===== src/rtl/gen_timer_pkg.sv =====
// Shared constants and index-width helper for the generic timer bank and its bench.
package gen_timer_pkg;

  localparam int CH_MAX    = 16;
  localparam int WIDTH_MAX = 32;

  // Channel index width; a single channel still gets one index bit.
  function automatic int chw(input int n);
    return (n <= 1) ? 1 : $clog2(n);
  endfunction

endpackage


===== src/rtl/gen_timer_ch.sv =====
// One down-counting timer channel: expiry sets pending one cycle after count==1 is ticked.
// No backpressure here; clr drops pending, and a further expiry while pending is not cleared marks overrun.
module gen_timer_ch #(
  parameter int WIDTH    = 8,
  parameter int ONE_SHOT = 0
) (
  input  logic             clk,
  input  logic             rst,
  input  logic             load,
  input  logic [WIDTH-1:0] load_val,
  input  logic             en,
  input  logic             clr,
  output logic             pending,
  output logic             overrun
);

  logic [WIDTH-1:0] period;
  logic [WIDTH-1:0] count;
  logic [WIDTH-1:0] reload_val;
  logic             tick;
  logic             expire;

  assign tick   = en && (count != '0) && !load;
  assign expire = tick && (count == WIDTH'(1));

  generate
    if (ONE_SHOT != 0) begin : g_one_shot
      assign reload_val = '0;
    end else begin : g_reload
      assign reload_val = period;
    end
  endgenerate

  always_ff @(posedge clk) begin
    if (rst) begin
      period  <= '0;
      count   <= '0;
      pending <= 1'b0;
      overrun <= 1'b0;
    end else begin
      if (load) begin
        period <= load_val;
        count  <= load_val;
      end else if (tick) begin
        count <= expire ? reload_val : count - WIDTH'(1);
      end
      // A fresh expiry wins over a same-cycle clear.
      pending <= expire | (pending & ~clr);
      if (load) begin
        overrun <= 1'b0;
      end else if (expire && pending && !clr) begin
        overrun <= 1'b1;
      end
    end
  end

endmodule


===== src/rtl/gen_timer_bank.sv =====
// Bank of NUM_CH timers draining expiries through a round-robin valid/ready event port.
// evt_valid/evt_ch are combinational from registered pending/ptr; a held event waits for evt_ready.
module gen_timer_bank
  import gen_timer_pkg::*;
#(
  parameter  int NUM_CH   = 4,
  parameter  int WIDTH    = 8,
  parameter  int ONE_SHOT = 0,
  localparam int CHW      = chw(NUM_CH)
) (
  input  logic              clk,
  input  logic              rst,
  input  logic              load_valid,
  input  logic [CHW-1:0]    load_ch,
  input  logic [WIDTH-1:0]  load_val,
  input  logic [NUM_CH-1:0] en,
  output logic              evt_valid,
  output logic [CHW-1:0]    evt_ch,
  input  logic              evt_ready,
  output logic [NUM_CH-1:0] overrun
);

  logic [NUM_CH-1:0] pending;
  logic [NUM_CH-1:0] clr;
  logic [CHW-1:0]    ptr;
  logic [CHW-1:0]    cand;
  logic              found;
  logic              accept;

  generate
    for (genvar i = 0; i < NUM_CH; i++) begin : g_ch
      assign clr[i] = accept && (evt_ch == CHW'(i));
      gen_timer_ch #(
        .WIDTH    (WIDTH),
        .ONE_SHOT (ONE_SHOT)
      ) u_ch (
        .clk      (clk),
        .rst      (rst),
        .load     (load_valid && (load_ch == CHW'(i))),
        .load_val (load_val),
        .en       (en[i]),
        .clr      (clr[i]),
        .pending  (pending[i]),
        .overrun  (overrun[i])
      );
    end
  endgenerate

  assign evt_valid = |pending;
  assign accept    = evt_valid && evt_ready;

  // First pending channel at or above ptr, wrapping past the top.
  always_comb begin
    evt_ch = '0;
    cand   = '0;
    found  = 1'b0;
    for (int k = 0; k < NUM_CH; k++) begin
      cand = CHW'((int'(ptr) + k) % NUM_CH);
      if (!found && pending[cand]) begin
        found  = 1'b1;
        evt_ch = cand;
      end
    end
  end

  always_ff @(posedge clk) begin
    if (rst) begin
      ptr <= '0;
    end else if (accept) begin
      ptr <= (evt_ch == CHW'(NUM_CH - 1)) ? '0 : evt_ch + CHW'(1);
    end
  end

endmodule

===== config.mk =====
export PLATFORM = sky130hd
export DESIGN_NAME = gen_timer_bank
export DESIGN_NICKNAME = d
export VERILOG_FILES = /design/src/rtl/gen_timer_pkg.sv /design/src/rtl/gen_timer_ch.sv /design/src/rtl/gen_timer_bank.sv
export SDC_FILE = /design/constraint.sdc
export NUM_CORES = 1
export LEC_CHECK = 0
export BUFFER_PORTS_ARGS = -buffer_cell sky130_fd_sc_hd__buf_2
export CORE_ASPECT_RATIO = 0.75
export CORE_MARGIN = 2
export CORE_UTILIZATION = 56
export CTS_CLUSTER_DIAMETER = 50
export DETAILED_ROUTE_END_ITERATION = 6
export GPL_ROUTABILITY_DRIVEN = 0
export GPL_TIMING_DRIVEN = 0
export PLACE_DENSITY = 0.83
export SLEW_MARGIN = 30
export SYNTH_ARGS = -nofsm -noshare
export SYNTH_HDL_FRONTEND = slang
export SYNTH_HIERARCHICAL = 1
export SYNTH_SLANG_ARGS = --single-unit

===== constraint.sdc =====
create_clock -name clk -period 2.29 [get_ports clk]
set_clock_uncertainty 0.2 [all_clocks]
set_input_delay 0.458 -clock clk [delete_from_list [all_inputs] [get_ports clk]]
set_output_delay 0.458 -clock clk [all_outputs]
set_load 0.02 [all_outputs]

After elaboration in Yosys (flattened, before gate mapping)
Index checks and enable logic that the tools add are counted.

$add $sub $neg: 8. Multiply operators: 0. Div/mod/pow operators: 0. Magnitude comparators: 4. Equality and inequality tests: 10. Shift-type cells: 0. Muxes and demuxes: 28. Bitwise logic cells: 12. Reductions and logical operators: 58.

Operators with widths (number): 8-bit 2-to-1 mux (12); 8-bit by 1-bit equality test with 1-bit output, second input constant (4); 1-bit logical AND (32); 8-bit nonzero test (4); 8-bit by 1-bit subtractor with 8-bit output, second input constant (4); 2-bit by 3-bit < comparator with 1-bit output, second input constant (4); 1-bit zero test (11); 2-bit 2-to-1 mux (5); 1-bit binary-select mux with 2-bit select (4); 2-bit equality test, second input constant (4); 2-bit nonzero test (4); 2-bit OR reduction (4); 1-bit 2-to-1 mux (7); 2-bit by 1-bit adder with 2-bit output, second input constant (2); 2-bit adder, second input constant (2); 1-bit bitwise AND (4); 2-bit by 1-bit equality test with 1-bit output, second input constant (2); 2-bit zero test (2); 1-bit inverter (4); 1-bit bitwise OR (4); 4-bit OR reduction (1).

Flip-flop bits (word level): 74. Bits in latches: 0. Bits in writable memories: 0. Memory bits (read-only): 0. Input port bits: 18. Output and inout bits: 7. Logic and storage cells: 137. Memories kept: 0.

Logic depth before layout (Yosys ltp)
Depth in word-level cells: 17. Mapped depth: 10. Mapped depth without buffers: 10.

Cells and area by module
Netlist, hierarchy kept.

Modules (own cells, without submodules): gen_timer_ch (times used 4, cells each 129, area an instance 1053.5 um^2, sequential area each 360.3 um^2); gen_timer_bank (times used 1, cells each 36, area an instance 276.5 um^2, sequential area each 40.0 um^2).

Worst setup path after synthesis
Ideal clock, no wire load.

Path kind: register to register. From: reg ptr[1]. To: reg g_ch[0].u_ch.overrun. Setup time: 78 ps. Arrival time: 2351 ps. Data required time: 2012 ps. Path slack: -340 ps. Cell stages (with the launch flop): 11. Path buffers: 0. Period minus slack after synthesis: 2630 ps. Cell sequence: dfxtp_1 mux2i_1 nor2_1 nor3_1 inv_1 ha_1 and3_2 nand2b_1 nor4_1 nor2_1 nor3_1.

Word-level cells in the longest chain between the ends: 16. Elaborated cells between the ends (all ways): 28. Classes of those cells: add/sub: 3; mux: 15; reduce/logical: 10.

Ends and longest elaborated chain: start: declaration (RTL line gen_timer_bank.sv:25) `logic [CHW-1:0] ptr;`; start signal: assignment (RTL line gen_timer_bank.sv:70) `ptr <= (evt_ch == CHW'(NUM_CH - 1)) ? '0 : evt_ch + CHW'(1);`; parallel branches: the longest is 11 deep, another holds 2-bit by 1-bit adder with 2-bit output; 2-bit 2-to-1 mux * (RTL line gen_timer_bank.sv:59) `if (!found && pending[cand]) begin`; named net evt_ch[0] (RTL line gen_timer_bank.sv:18) `output logic [CHW-1:0] evt_ch,`; 2-bit zero test * (RTL line gen_timer_bank.sv:32) `assign clr[i] = accept && (evt_ch == CHW'(i));`; 1-bit logical AND * (RTL line gen_timer_bank.sv:32); named net clr[0] (RTL line gen_timer_bank.sv:24) `logic [NUM_CH-1:0] clr;`; 1-bit zero test * (RTL line gen_timer_ch.sv:51) `end else if (expire && pending && !clr) begin`; 1-bit logical AND * (RTL line gen_timer_ch.sv:51); end signal: assignment (RTL line gen_timer_ch.sv:39) `overrun <= 1'b0;`; end signal: assignment (RTL line gen_timer_ch.sv:50) `overrun <= 1'b0;`; end signal: assignment (RTL line gen_timer_ch.sv:52) `overrun <= 1'b1;`; end: declaration (RTL line gen_timer_ch.sv:14) `output logic overrun`.

Mark *: on every way through the listed nets, which the timed path passes. The select of a mux whose other input is x is not followed. A chain may end at the register's enable or synchronous reset.

Final worst setup path
From: reg g_ch[0].u_ch.pending. To: reg g_ch[2].u_ch.overrun.

Word-level cells in the longest chain between the ends: 16. Elaborated cells between the ends (all ways): 27. Classes of those cells: eq/ne: 1; mux: 15; reduce/logical: 11.

Ends and longest elaborated chain: start: declaration (RTL line gen_timer_ch.sv:13) `output logic pending,`; start signal: assignment (RTL line gen_timer_ch.sv:48) `pending <= expire | (pending & ~clr);`; 1-bit binary-select mux with 2-bit select (RTL line gen_timer_bank.sv:59); 1-bit 2-to-1 mux (implied by the code) (RTL line gen_timer_bank.sv:59); 1-bit 2-to-1 mux (RTL line gen_timer_bank.sv:59); 1-bit zero test (RTL line gen_timer_bank.sv:59); 1-bit logical AND (RTL line gen_timer_bank.sv:59); 1-bit 2-to-1 mux (RTL line gen_timer_bank.sv:59); 1-bit zero test (RTL line gen_timer_bank.sv:59); 1-bit logical AND (RTL line gen_timer_bank.sv:59); 1-bit 2-to-1 mux (RTL line gen_timer_bank.sv:59); 1-bit zero test (RTL line gen_timer_bank.sv:59); 1-bit logical AND (RTL line gen_timer_bank.sv:59); 2-bit 2-to-1 mux (RTL line gen_timer_bank.sv:59); 2-bit equality test (RTL line gen_timer_bank.sv:32); 1-bit logical AND * (RTL line gen_timer_bank.sv:32); named net clr[2] (RTL line gen_timer_bank.sv:24); 1-bit zero test * (RTL line gen_timer_ch.sv:51); 1-bit logical AND * (RTL line gen_timer_ch.sv:51); end signal: assignment (RTL line gen_timer_ch.sv:39); end signal: assignment (RTL line gen_timer_ch.sv:50); end signal: assignment (RTL line gen_timer_ch.sv:52); end: declaration (RTL line gen_timer_ch.sv:14).

Mark *: on every way through the listed nets, which the timed path passes. The rest lies on a longest branch. The select of a mux whose other input is x is not followed.

==> results.ini <==
[die]
die_area_um2 = 8758
die_w_um = 107.4
die_y_um = 81.55
core_um2 = 7848
start_util_pct = 57.22
io_pins = 25
rows = 28

[worst_setup_path]
worstPathRequired_ps = 2360
cp-end-kind = register
path_max_fanout = 6
r2r_start = g_ch[0].u_ch/pending
crit_arrival_ps = 2320
r2r_slack_ps = 40
critPathKind = register to register
worst-r2r-cell-count = 9
r2r-end = g_ch[2].u_ch/overrun
crit_path_start_kind = register

[finish]
n_fill_cell = 666
seq_area_um2 = 1488
multiInputGateArea_um2 = 2810
layout_common_cells = dfxtp_1 (71), nor2_1 (53), a21oi_1 (50), inv_1 (39), nand2_1 (38)
antenna_cells = 0
final_common_cell = dfxtp_1
nets = 619
area_delta_synth_final_pct = 12.15
post_route_cells_drive_above_1_share_pct = 13.39

[logic_synthesis]
ys_types = 46
synth_area_um2 = 4491
synthFlopType = dfxtp_1
synth_edf_count = 0
ys_seq_elements = 74
ys_seq_area_share_pct = 32.99
async_flop_share_pct = 0
synth_area_per_cell_um2 = 8.135
syn_nets = 586
synthCells = 552
synth.yosys.warnings = 6

[cts]
clockBufferDepth = 2
clk_latency_ps = 360
h-tree-depth = 3
root_buffer = clkbuf_8
path_clk_slew_ps = 80
cts-buffers-inserted = 9
clkSinkCount = 74
tritoncts = yes

[placed_design]
dp_hpwl_um = 8775
place_ws_ps = -227.8
port_buffers = 20

[route]
drtIter0Drc = 311
post_drt_wl_per_cell_um = 18.11
ant_nets = 0
firstDrtPassIters = 5
routed_wl_um = 12590
dr_total_vias = 4540
drc_errors = 0
avgViaCountPerCell = 6.532

[pwr]
p_per_area_nw_per_um2 = 957.8
peakVddDrop_mv = 0.5071
power.leakage_uw = 0.001911
power.total_uw = 4824

[worst_hold_path]
hp-class = primary input to register
holdPathEnd = ptr[0]
min_from = rst
hold_depth = 2

[global_routing]
grt_pass1_wl_um = 20620
grt_use_total_pct = 29.81
grt_overflow = 0
grt_max_degree = 14
first_global_vias = 4243
antenna_found_initial = 0

[outcome]
status = finished, final reports clean

[timing]
period_share_pct = 98.41
slew_headroom_pct = 57.29
final_max_slew_viol_count = 0
timing.fmax_mhz = 443.7
setup_violations = 0
rsz0062_at_grt = yes
period_minus_slack_ps = 2254
setup_ws_ps = 36.32
hold_violations = 0
worstMarginPinSlew_ps = 639.3

[flow_run]
cap_violations = 0

[routing by layer]
| layer | share of wire, % | vias to the layer above | global-route usage [%] |
|---|---|---|---|
| met4 | 1.8 | 0 | 8.846 |
| li1 | - | 2092 | - |
| met3 | 8.8 | 28 | 7.143 |
| met5 | 0 | - | 0 |
| met2 | 45 | 257 | 48.23 |
| met1 | 45 | 2163 | 39.93 |
[cells in the mapped netlist (5+ instances only)]
cell	n	area, um2
nand2b_1	33	206.5
nor2b_1	8	50.05
o21a_1	5	37.54
o31ai_1	8	60.06
nor2_1	53	198.9
o311a_1	8	80.08
nand2_1	38	142.6
nor3b_1	9	67.56
nor3_1	21	105.1
ha_1	16	200.2
nand4_1	8	50.05
o221ai_1	8	70.07
dfxtp_1	74	1481
or3_1	12	75.07
clkbuf_1	20	75.07
buf_1	8	30.03
nor3_2	12	120.1
inv_1	39	146.4
xor2_1	8	70.07
a21oi_1	51	255.2
mux2i_1	22	220.2
a31oi_1	16	100.1
[sequential cells by signal (all words and copies together), names as in the netlist]
signal / count
ptr: 2
g_ch.u_ch/period: 32
g_ch.u_ch/overrun: 4
g_ch.u_ch/count: 32
g_ch.u_ch/pending: 4
[power by group]
group | internal [uW] | switching (uW)
logic | 803 | 1170
clock network | 645 | 528
registers | 1440 | 229
total | 2890 | 1930
[worst max-delay path, stage by stage, from the launching register on]
cell	delay (ps)
dfxtp_1	440
a21oi_1	110
o21a_1	180
o22a_2	250
ha_1	180
and3_2	170
nand2b_4	150
nor4_4	250
nor2_1	70
nor3_1	180
[worst max-delay path by stage]
stage | slack, ps | from | cells after the start | endpoint
3_3_place_gp | -200 | load_ch[1] | 7 | g_ch[0].u_ch/count[3]
6_report | 40 | g_ch[0].u_ch/pending | 9 | g_ch[2].u_ch/overrun
5_1_grt | -60 | ptr[1] | 10 | g_ch[2].u_ch/overrun
2_1_floorplan | 110 | ptr[1] | 10 | g_ch[0].u_ch/overrun
4_1_cts | 20 | ptr[1] | 10 | g_ch[2].u_ch/overrun
3_5_place_dp | -230 | load_ch[1] | 6 | g_ch[0].u_ch/count[3]
[through the flow]
stage                     area (um2)  utilization [%]  TNS, ps  std cells  hold WS [ps]
after floorplan                 4502                -        0        552         248.8
after global placement          4733            60.32    -2214        677         261.7
after detailed placement        4733            60.32    -3061        677         263.5
after CTS                       4969            63.31        0        693         162.9
after global routing            5036            64.17   -135.7        695         169.1
final                           5036            64.17        0        695         174.6
[cell type report]
| class | instances | share of cell area (%) |
|---|---|---|
| multi-input cells | 410 | 55.80 |
| inverters | 39 | 2.907 |
| clock inverters | 6 | 1.789 |
| flip-flops and latches | 74 | 29.54 |
| plain buffers | 29 | 2.335 |
| repair buffers | 22 | 2.286 |
| well taps | 105 | 2.609 |
| clock buffers | 10 | 2.733 |
[what timing repair did]
item                                    in CTS  in global routing
buffers inserted                             0                  2
pin swaps                                    1                  6
endpoints found under the setup margin       2                 19
hold endpoints to repair                     0                  0
hold buffers                                 0                  0
gates resized for setup                      2                 21
cloned                                       0                  0
[cells by family (layout without fill, tap and decap cells)]
kind of cell,Yosys count,in the layout,synth area share [%]
xor gates and xnor gates,8,8,1.560
AOI/OAI and AO/OA,146,146,23.38
DFF,74,74,32.99
muxes,22,22,4.904
adders and majority gates,16,16,4.458
and+or+nand+nor,218,218,27.00
buffers and inverters,68,106,5.712
Note: power is estimated with default switching activity, not from simulation.
